[src/rtl/mem_bus_split.sv]
// One-master to N-slave valid/ready bus splitter with registered decode,
// transaction timeout and a sticky first-error log.
module mem_bus_split #(
    parameter int unsigned             NSLAVES    = 3,
    parameter logic [NSLAVES*32-1:0]   SLAVE_BASE = {32'h03000000, 32'h00000000, 32'h00050000},
    parameter logic [NSLAVES*32-1:0]   SLAVE_MASK = {3{32'hFFFF0000}},
    parameter int unsigned             TIMEOUT    = 256,
    parameter logic [31:0]             ERR_RDATA  = 32'h00000000
) (
    input  logic                    clk,
    input  logic                    rst,
    input  logic                    mem_valid,
    output logic                    mem_ready,
    input  logic [31:0]             mem_addr,
    input  logic [31:0]             mem_wdata,
    input  logic [3:0]              mem_wstrb,
    output logic [31:0]             mem_rdata,
    output logic [NSLAVES-1:0]      s_valid,
    input  logic [NSLAVES-1:0]      s_ready,
    input  logic [NSLAVES*32-1:0]   s_rdata,
    output logic [31:0]             s_addr,
    output logic [31:0]             s_wdata,
    output logic [3:0]              s_wstrb,
    output logic                    err_valid,
    output logic [1:0]              err_code,
    output logic [31:0]             err_addr,
    input  logic                    err_clr
);

    localparam int unsigned SW = (NSLAVES > 1) ? $clog2(NSLAVES) : 1;
    localparam logic [1:0] CODE_UNMAPPED = 2'b01;
    localparam logic [1:0] CODE_TIMEOUT  = 2'b10;

    typedef enum logic [1:0] {
        S_IDLE,
        S_BUSY,
        S_ERR
    } state_e;

    state_e        state_q, state_d;
    logic [SW-1:0] sel_q, sel_d;
    logic [15:0]   cnt_q, cnt_d;
    logic          err_valid_q, err_valid_d;
    logic [1:0]    err_code_q, err_code_d;
    logic [31:0]   err_addr_q, err_addr_d;

    logic          hit;
    logic [SW-1:0] hit_idx;
    logic          sel_ready;
    logic [31:0]   sel_rdata;
    logic          log_en;
    logic [1:0]    log_code;

    assign s_addr  = mem_addr;
    assign s_wdata = mem_wdata;
    assign s_wstrb = mem_wstrb;

    // Scan downwards so the lowest matching index is the one left standing.
    always_comb begin
        hit     = 1'b0;
        hit_idx = '0;
        for (int unsigned i = NSLAVES; i > 0; i--) begin
            if ((mem_addr & SLAVE_MASK[32*(i-1) +: 32]) == SLAVE_BASE[32*(i-1) +: 32]) begin
                hit     = 1'b1;
                hit_idx = SW'(i - 1);
            end
        end
    end

    always_comb begin
        sel_ready = 1'b0;
        sel_rdata = '0;
        for (int unsigned i = 0; i < NSLAVES; i++) begin
            if (sel_q == SW'(i)) begin
                sel_ready = s_ready[i];
                sel_rdata = s_rdata[32*i +: 32];
            end
        end
    end

    always_comb begin
        state_d   = state_q;
        sel_d     = sel_q;
        cnt_d     = cnt_q;
        s_valid   = '0;
        mem_ready = 1'b0;
        mem_rdata = ERR_RDATA;
        log_en    = 1'b0;
        log_code  = 2'b00;
        case (state_q)
            S_IDLE: begin
                if (mem_valid) begin
                    if (hit) begin
                        sel_d   = hit_idx;
                        cnt_d   = '0;
                        state_d = S_BUSY;
                    end else begin
                        state_d = S_ERR;
                    end
                end
            end
            S_BUSY: begin
                cnt_d = cnt_q + 16'd1;
                if (!mem_valid) begin
                    state_d = S_IDLE;
                end else if (sel_ready) begin
                    s_valid   = NSLAVES'(1) << sel_q;
                    mem_ready = 1'b1;
                    mem_rdata = sel_rdata;
                    state_d   = S_IDLE;
                end else if (cnt_q == 16'(TIMEOUT - 1)) begin
                    mem_ready = 1'b1;
                    log_en    = 1'b1;
                    log_code  = CODE_TIMEOUT;
                    state_d   = S_IDLE;
                end else begin
                    s_valid = NSLAVES'(1) << sel_q;
                end
            end
            S_ERR: begin
                mem_ready = 1'b1;
                log_en    = 1'b1;
                log_code  = CODE_UNMAPPED;
                state_d   = S_IDLE;
            end
            default: state_d = S_IDLE;
        endcase
    end

    // A new log beats a simultaneous clear; otherwise the first error sticks.
    always_comb begin
        err_valid_d = err_valid_q;
        err_code_d  = err_code_q;
        err_addr_d  = err_addr_q;
        if (log_en && (!err_valid_q || err_clr)) begin
            err_valid_d = 1'b1;
            err_code_d  = log_code;
            err_addr_d  = mem_addr;
        end else if (err_clr) begin
            err_valid_d = 1'b0;
            err_code_d  = '0;
            err_addr_d  = '0;
        end
    end

    always_ff @(posedge clk) begin
        if (rst) begin
            state_q     <= S_IDLE;
            sel_q       <= '0;
            cnt_q       <= '0;
            err_valid_q <= 1'b0;
            err_code_q  <= '0;
            err_addr_q  <= '0;
        end else begin
            state_q     <= state_d;
            sel_q       <= sel_d;
            cnt_q       <= cnt_d;
            err_valid_q <= err_valid_d;
            err_code_q  <= err_code_d;
            err_addr_q  <= err_addr_d;
        end
    end

    assign err_valid = err_valid_q;
    assign err_code  = err_code_q;
    assign err_addr  = err_addr_q;

endmodule

[config.mk]
export PLATFORM = sky130hd
export DESIGN_NAME = mem_bus_split
export DESIGN_NICKNAME = d
export VERILOG_FILES = /design/src/rtl/mem_bus_split.sv
export SDC_FILE = /design/constraint.sdc
export NUM_CORES = 1
export LEC_CHECK = 0
export ABC_CLOCK_PERIOD_IN_PS = 3400
export CORE_AREA = 2 2 119 121
export CTS_BUF_LIST = sky130_fd_sc_hd__clkbuf_8
export DETAILED_ROUTE_END_ITERATION = 10
export DIE_AREA = 0 0 121 123
export PLACE_DENSITY_LB_ADDON = 0.2
export SETUP_SLACK_MARGIN = 0.2
export SYNTH_ARGS = -nofsm -noshare
export SYNTH_HDL_FRONTEND = slang
export SYNTH_SLANG_ARGS = --single-unit
export TNS_END_PERCENT = 30
[constraint.sdc]
create_clock -name clk -period 3.4 [get_ports clk]
set_input_delay 1.02 -clock clk [delete_from_list [all_inputs] [get_ports clk]]
set_output_delay 1.02 -clock clk [all_outputs]
set_load 0.005 [all_outputs]
==> out/metrics.csv <==
metric,value,unit
starting utilization of the core area,30.3,%
vertical die dimension,123,um
largest driver fanout on the critical path,1,
"Avg Cell Area, Syn",7.33,um2
Max Clock Skew,0.00487,ns
unrepaired setup endpoints after global routing,yes,
post-CTS clock slew at the launch and capture registers of the worst setup and hold paths,0.10,ns
final hold violation count,0,
fraction of met3 tracks used by global routing,6.87,%
clock tree from TritonCTS,built,
most frequent cells after synthesis,"sky130_fd_sc_hd__a21oi_1 (85), sky130_fd_sc_hd__nor2_1 (74), sky130_fd_sc_hd__buf_4 (69)",
maximum operating frequency,0.314,GHz
P per Cell Area,218,nW/um2
sequential share of the synthesized area,26.7,%
Filler Cell Count,1334,
"number of standard cells in the layout, taps in and fillers out",916,
PnR worst setup slack,0.214,ns
Compound-Gate Fraction of Synth Area,20.0,%
transition time of the tightest slew-check pin,0.627,ns
setup total negative slack,0,ns
synthesized netlist net count,738,
vias in the first global route,4481,
total of endpoints with negative setup slack in the final report,0,
wire length of the first global-routing pass,23.4,mm
Pleak,2.32,nW
worst path cell trace,"clkdlybuf4s50_1, mux2i_1, nor2_1, a21oi_1, nor2_2, clkdlybuf4s15_2",
Global Route met1 Usage,22.1,%
Syn Inst Count,562,
number of design-rule violations left by the first detailed-router iteration,249,
"Design Area, Final",6560,um2
total congestion overflow after global routing,0,
Post-synth EDFFs,0,
Total Routing Usage GR,19.8,%
worst hold-check path type,reg -> reg,
number of max-cap violations,0,
number of sinks driven by the clock tree,55,
routed wirelength normalized by instance count,17.1,um
status,finished clean,
global-route layer with the greatest usage,met2,
Mapped Area,4120,um2
Core Region,13600,um2
maximum number of pins on one net before global-route repair,35,
utilization of the core after routing,48.2,%
Total Wirelength,15.7,mm
Worst-Skew Late Latency,0.31,ns
area post-placement,6240,um2
post-synthesis simple-gate area fraction,25.6,%
yosys warns,0,
Root Buffer Master,sky130_fd_sc_hd__clkbuf_8,
standard cell with the maximum stage delay on the critical path,sky130_fd_sc_hd__clkdlybuf4s50_1,
capturing point of the worst reg2reg path,err_addr[24],
half-perimeter wire length after detailed placement,11.4,mm
ratio of cells with drive above 1 in the final layout,17.0,%
Pins Over Slew Limit,0,
worst-case hold slack,0.489,ns
leading cell types by total area after synthesis,"sky130_fd_sc_hd__dfxtp_1 (27%), sky130_fd_sc_hd__buf_4 (13%), sky130_fd_sc_hd__a21oi_1 (10%)",
remaining routing DRC violations,0,
placement-stage worst setup slack,-0.361,ns
setup slack of the most critical reg-to-reg path,1.00,ns
synthesized flop and latch total,55,
count of input and output buffers,237,
post-route clock period utilization,93.7,%
Final Wtd Congestion,0.824,
total power,1.43,mW
WHS Endpoint,cnt_q[1],
"Distinct cells, synth",45,
number of buffers added to fix hold violations after cts,0,
total number of vias,4598,
area share of fa/ha/maj cells after synthesis,1.52,%
met2 usage,34.8,%
area share of xor/xnor cells in the synthesized design,0.213,%
Worst Min Path Start,cnt_q[1],
type of the setup path with the least slack,in -> out,
detailed-router iteration count before antenna repair,4,
cell row count,43,
cell depth of the worst flop-to-flop path,11,
startpoint type of the worst setup path,primary input,
most instantiated library cell after synthesis,sky130_fd_sc_hd__a21oi_1,
number of antenna-violating nets in the routed design,0,
Num CTS Buffers,5,
ports placed on the boundary,310,
endpoint class of the critical path,output pin,
top flip-flop cell by instance count after synthesis,sky130_fd_sc_hd__dfxtp_1,
Slew HR,58.2,%
delay of the slowest cell on the worst path,0.41,ns
worst endpoint data arrival time,2.17,ns
final net count,909,
top-area cell type share of the netlist area,26.7,%
ys async rst share,0,%
largest family of logic cells by synthesized area,simple AND/OR/NAND/NOR gates,
worst reg2reg startpoint,sel_q[0],
antenna violations before repair,1,
relative area change from synthesis to final layout,59.3,%
number of buffers on the longest clock path,2,
data required time at the worst endpoint,2.38,ns
number of H-tree branching levels,2,
post-layout minimum cycle time,3.19,ns
post-synth top area cell,sky130_fd_sc_hd__dfxtp_1,
peak supply drop,0.195,mV
number of cells traversed by the worst hold path,2,
overall die area,14900,um2
post-detailed-route via-to-cell ratio,5.02,
chip width,121,um
mux share of post-synthesis cell area,8.26,%
cell count after placement,891,
## repair_timing
action | 4_1_cts | 5_1_grt
setup buffers | 12 | 0
endpoints found under the setup margin | 36 | 30
pin swaps | 15 | 3
gates cloned | 3 | 0
gates resized for setup | 191 | 12
## per-layer routing
layer	share of wire, %	up-vias
li1	-	2239
met1	38	2123
met2	49	218
met3	10	18
met4	1.9	0
met5	0	-
## cell families (layout without fill, tap and decap cells)
kind of cell             count (synthesis)  in the layout
AO/OA/AOI/OAI                          147            147
XOR/XNOR                                 1              1
adder cells (fa/ha/maj)                  5              5
buffers and inverters                  117            289
flip-flops                              55             55
multiplexers                            34             34
other                                    0              2
AND/OR/NAND/NOR                        203            203
## where the power goes
group / internal [mW] / total, mW / leakage, nW / switching, mW
combinational: 0.227 / 0.377 / 1.82 / 0.150
sequential: 0.651 / 0.654 / 0.445 / 0.00385
clock: 0.184 / 0.398 / 0.0557 / 0.214
total: 1.06 / 1.43 / 2.32 / 0.369
## flip-flops by register name (all words and copies together) (netlist names)
name       flops
err_code       2
err_addr      32
err_valid      1
state_q        2
cnt_q         16
sel_q          2
## worst max-delay path, delay by kind of cell
kind	cells	cell delay, ns
AO/OA/AOI/OAI	1	0.24
buffers and inverters	2	0.62
multiplexers	1	0.16
AND/OR/NAND/NOR	2	0.12
## worst max-delay path by stage
stage | depth (start not counted) | slack, ns | start | to
after detailed placement | 7 | -0.36 | s_ready[1] | mem_rdata[23]
after CTS | 6 | 0.16 | s_rdata[16] | mem_rdata[16]
after floorplan | 5 | 0.49 | s_ready[1] | mem_rdata[10]
after global routing | 6 | 0.16 | s_rdata[44] | mem_rdata[12]
after global placement | 7 | -0.33 | s_ready[1] | mem_rdata[26]
final | 6 | 0.21 | s_rdata[44] | mem_rdata[12]
## cell type report
type / count / area, um2 / share of cell area (%)
well taps: 180 / 225 / 3.43
diodes: 2 / 5.00 / 0.0762
repair buffers: 274 / 2630 / 40.0
clock inverters: 1 / 3.75 / 0.0572
flip-flops and latches: 55 / 1100 / 16.8
multi-input cells: 390 / 2480 / 37.7
clock buffers: 7 / 96.3 / 1.47
inverters: 7 / 26.3 / 0.400
## cell usage in the layout, fill, tap and decap left out, types with 12 or more instances in the layout
cell	instances
sky130_fd_sc_hd__clkdlybuf4s50_1	197
sky130_fd_sc_hd__a21oi_1	84
sky130_fd_sc_hd__nor2_1	53
sky130_fd_sc_hd__dfxtp_1	52
sky130_fd_sc_hd__nand3_1	40
sky130_fd_sc_hd__nor2b_1	36
sky130_fd_sc_hd__buf_2	34
sky130_fd_sc_hd__mux2i_1	33
sky130_fd_sc_hd__o21ai_0	31
sky130_fd_sc_hd__buf_4	23
sky130_fd_sc_hd__nor2_2	15
sky130_fd_sc_hd__nand2_1	12
sky130_fd_sc_hd__or4_1	12
Power figures use the tool's default switching activity.
==> patch, RTL diff (same settings) <==
Change the parameter `NSLAVES` from 3 to 5.
--- a/src/rtl/mem_bus_split.sv
+++ b/src/rtl/mem_bus_split.sv
@@ -2,5 +2,5 @@
 // transaction timeout and a sticky first-error log.
 module mem_bus_split #(
-    parameter int unsigned             NSLAVES    = 3,
+    parameter int unsigned             NSLAVES    = 5,
     parameter logic [NSLAVES*32-1:0]   SLAVE_BASE = {32'h03000000, 32'h00000000, 32'h00050000},
     parameter logic [NSLAVES*32-1:0]   SLAVE_MASK = {3{32'hFFFF0000}},
Interface: changed (resized s_rdata, s_ready and s_valid); port bits go from 310 to 378. No check against the original RTL was run, so the function may have changed too.
==> patch against the unedited design <==
  * Final cell count shrank 3.1%
  * Critical path depth shrank 2
  * Sequential cell count shrank 3
  * Register-to-register slack gained 0.08 ns
  * Sequential power shrank 4.7%
  * Design area grew 3.9%
  * Power grew 4.4%
  * Combinational power grew 41%
  * Die area is the same
  * Routed wire length grew 2.7%
  * Synthesized area shrank 2.0%
  * Sequential share of layout area shrank 1.4 points
  * Worst setup slack lost 0.067 ns
  * Critical path type unchanged
  * Largest cell class unchanged
  * Largest power group unchanged
  * Highest routed layer unchanged
==> patch: results (changes against the unedited design) <==
- Outcome: completed (unchanged)
- Num CTS Buffers: 5 (unchanged)
- Distinct cell type count after synthesis: 42 (was 45)
- HP Class: reg2reg (unchanged)
- Initial antenna violation count: 0 (was 1)
- Layout cell share with drive strength beyond 1: 0.1850 (was 0.1703)
- Yosys warnings: 0 (unchanged)
- Met3 Use GR: 0.08210 (was 0.06873)
- First-pass GRT wire length: 23.95 mm (was 23.38 mm)
- Slowest CP cell: mux4_2 (was clkdlybuf4s50_1)
- Max VDD drop: 0.1937 mV (was 0.1954 mV)
- Total Routing Usage GR: 0.2019 (was 0.1975)
- Synth top area cells: dfxtp_1 (26%), buf_4 (13%), o32ai_1 (6.9%) (was dfxtp_1 (27%), buf_4 (13%), a21oi_1 (10%))
- Commonest cells post-synth: buf_4 (71), dfxtp_1 (52), inv_1 (37) (was a21oi_1 (85), nor2_1 (74), buf_4 (69))
- Largest register FFs: 32 (unchanged)
- CTS root buffer: clkbuf_8 (unchanged)
- Sequential fraction of the synthesis area: 0.2577 (was 0.2672)
- Worst slew pin tran: 0.6255 ns (was 0.6271 ns)
- Leak Pwr: 2.529 nW (was 2.322 nW)
- Post-synthesis instance total: 495 (was 562)
- Fraction of the mapped netlist area in adder cells: 0.003097 (was 0.01518)
- Nets: 946 (was 909)
- IO buf count: 270 (was 237)
- Setup TNS: 0 ns (unchanged)
- Post-route ant nets: 0 (unchanged)
- Placed Cells: 862 (was 891)
- Asr flop ratio synth: 0 (unchanged)
- CTS max path bufs: 2 (unchanged)
- Total Routed Length: 16.11 mm (was 15.68 mm)
- CP max stage delay: 0.49 ns (was 0.41 ns)
- Worst Clk Skew: 0.009198 ns (was 0.004869 ns)
- DR pass1 iterations: 5 (was 4)
- N_diodes: 0 (was 2)
- H-Tree Depth: 2 (unchanged)
- Mux cell area share after synthesis: 0.1174 (was 0.08257)
- Placer Congestion: 0.8070 (was 0.8237)
- Largest net degree at the start of global routing: 51 (was 35)
- DRC violation total after the first TritonRoute iteration: 284 (was 249)
- # fillers: 1319 (was 1334)
- Post-Layout Cell Count: 888 (was 916)
- Post-place setup slack: -0.5472 ns (was -0.3611 ns)
- Crit path max-delay family: buffers and inverters (unchanged)
- Vias in the first global route: 4542 (was 4481)
- Worst-path maximum fanout: 1 (unchanged)
- HPWL after DPL: 12.14 mm (was 11.38 mm)
- Compound-Gate Fraction of Synth Area: 0.1864 (was 0.2004)
- Reg clk slew, reported paths: 0.09 ns
- Skew-Pair Late Insertion Delay: 0.31 ns (about the same)
- Grt met1 use: 0.2441 (was 0.2214)
- Post-synthesis xor/xnor area fraction: 0.01084 (was 0.002125)
- Post-DR vias/cell: 5.030 (was 5.020)
- GRT met2 Usage: 0.3399 (was 0.3476)
patch: changes by cell type in the layout (fill, tap and decap cells not counted), moves of 22 or more:
cell	delta
a21oi_1	-67
clkdlybuf4s50_1	+25
inv_1	+30
nand3_1	-34
nand3b_1	+30
nor2_1	-22
nor2b_1	-24
o21ai_0	-22
o32ai_1	+31
patch: cells by family after synthesis:
group | Yosys count
buf+inv | 148
other cells | 1
compound gates | 105
mux | 32
flops | 52
fa+ha+maj | 1
xor+xnor | 5
simple gates | 151
patch: worst min-delay path, stage by stage (launching register included):
cell,delay [ns]
dfxtp_1,0.32
nand3b_1,0.07
o32ai_1,0.06
patch: layout make-up:
class	count	area, um^2	area share
clock buffer	5	68.82	0.01009
clock inverter	2	8.758	0.001284
inverter	37	138.9	0.02036
multi-input combinational	296	2340	0.3431
tap	180	225.2	0.03302
sequential	52	1052	0.1543
timing repair buffer	316	2987	0.4379
patch: metrics by stage:
stage / area [um^2] / power, mW / hold WS (ns)
after floorplan: 4044 / 0.8732 / 0.4815
after global placement: 6516 / 1.130 / 0.4740
after detailed placement: 6516 / 1.135 / 0.4827
after CTS: 6823 / 1.504 / 0.4987
after global routing: 6820 / 1.575 / 0.5119
final: 6820 / 1.492 / 0.4952
patch: repair_timing:
| item | CTS | global route |
|---|---|---|
| gates cloned | 3 | 0 |
| endpoints found under the setup margin | 37 | 35 |
| pin swaps | 6 | 13 |
| hold buffers | 0 | 0 |
| gates resized for setup | 158 | 34 |
| setup buffers | 14 | 2 |
patch: layer usage:
metal / share of wire / up-vias / wire (um)
met5: 0 / - / 0
met4: 0.0083 / 0 / 134
met3: 0.10 / 8 / 1679
met2: 0.48 / 248 / 7712
met1: 0.41 / 2067 / 6582
li1: - / 2144 / -
patch: path summary, 6_finish.rpt:
kind / start / slack, ns / depth (start not counted) / to
hold reg to reg: err_addr[26] / 0.50 / 2 / err_addr[26]
hold / removal: err_addr[26] / 0.50 / 2 / err_addr[26]
setup reg to reg: cnt_q[11] / 1.08 / 6 / err_addr[5]
setup / recovery: s_rdata[114] / 0.15 / 4 / mem_rdata[18]
patch: power breakdown:
group          switching (mW)  leakage, nW  internal [mW]
Clock                   0.199       0.0452          0.138
Combinational           0.192         2.06          0.340
Sequential             0.0113        0.422          0.612
Total                   0.403         2.53           1.09
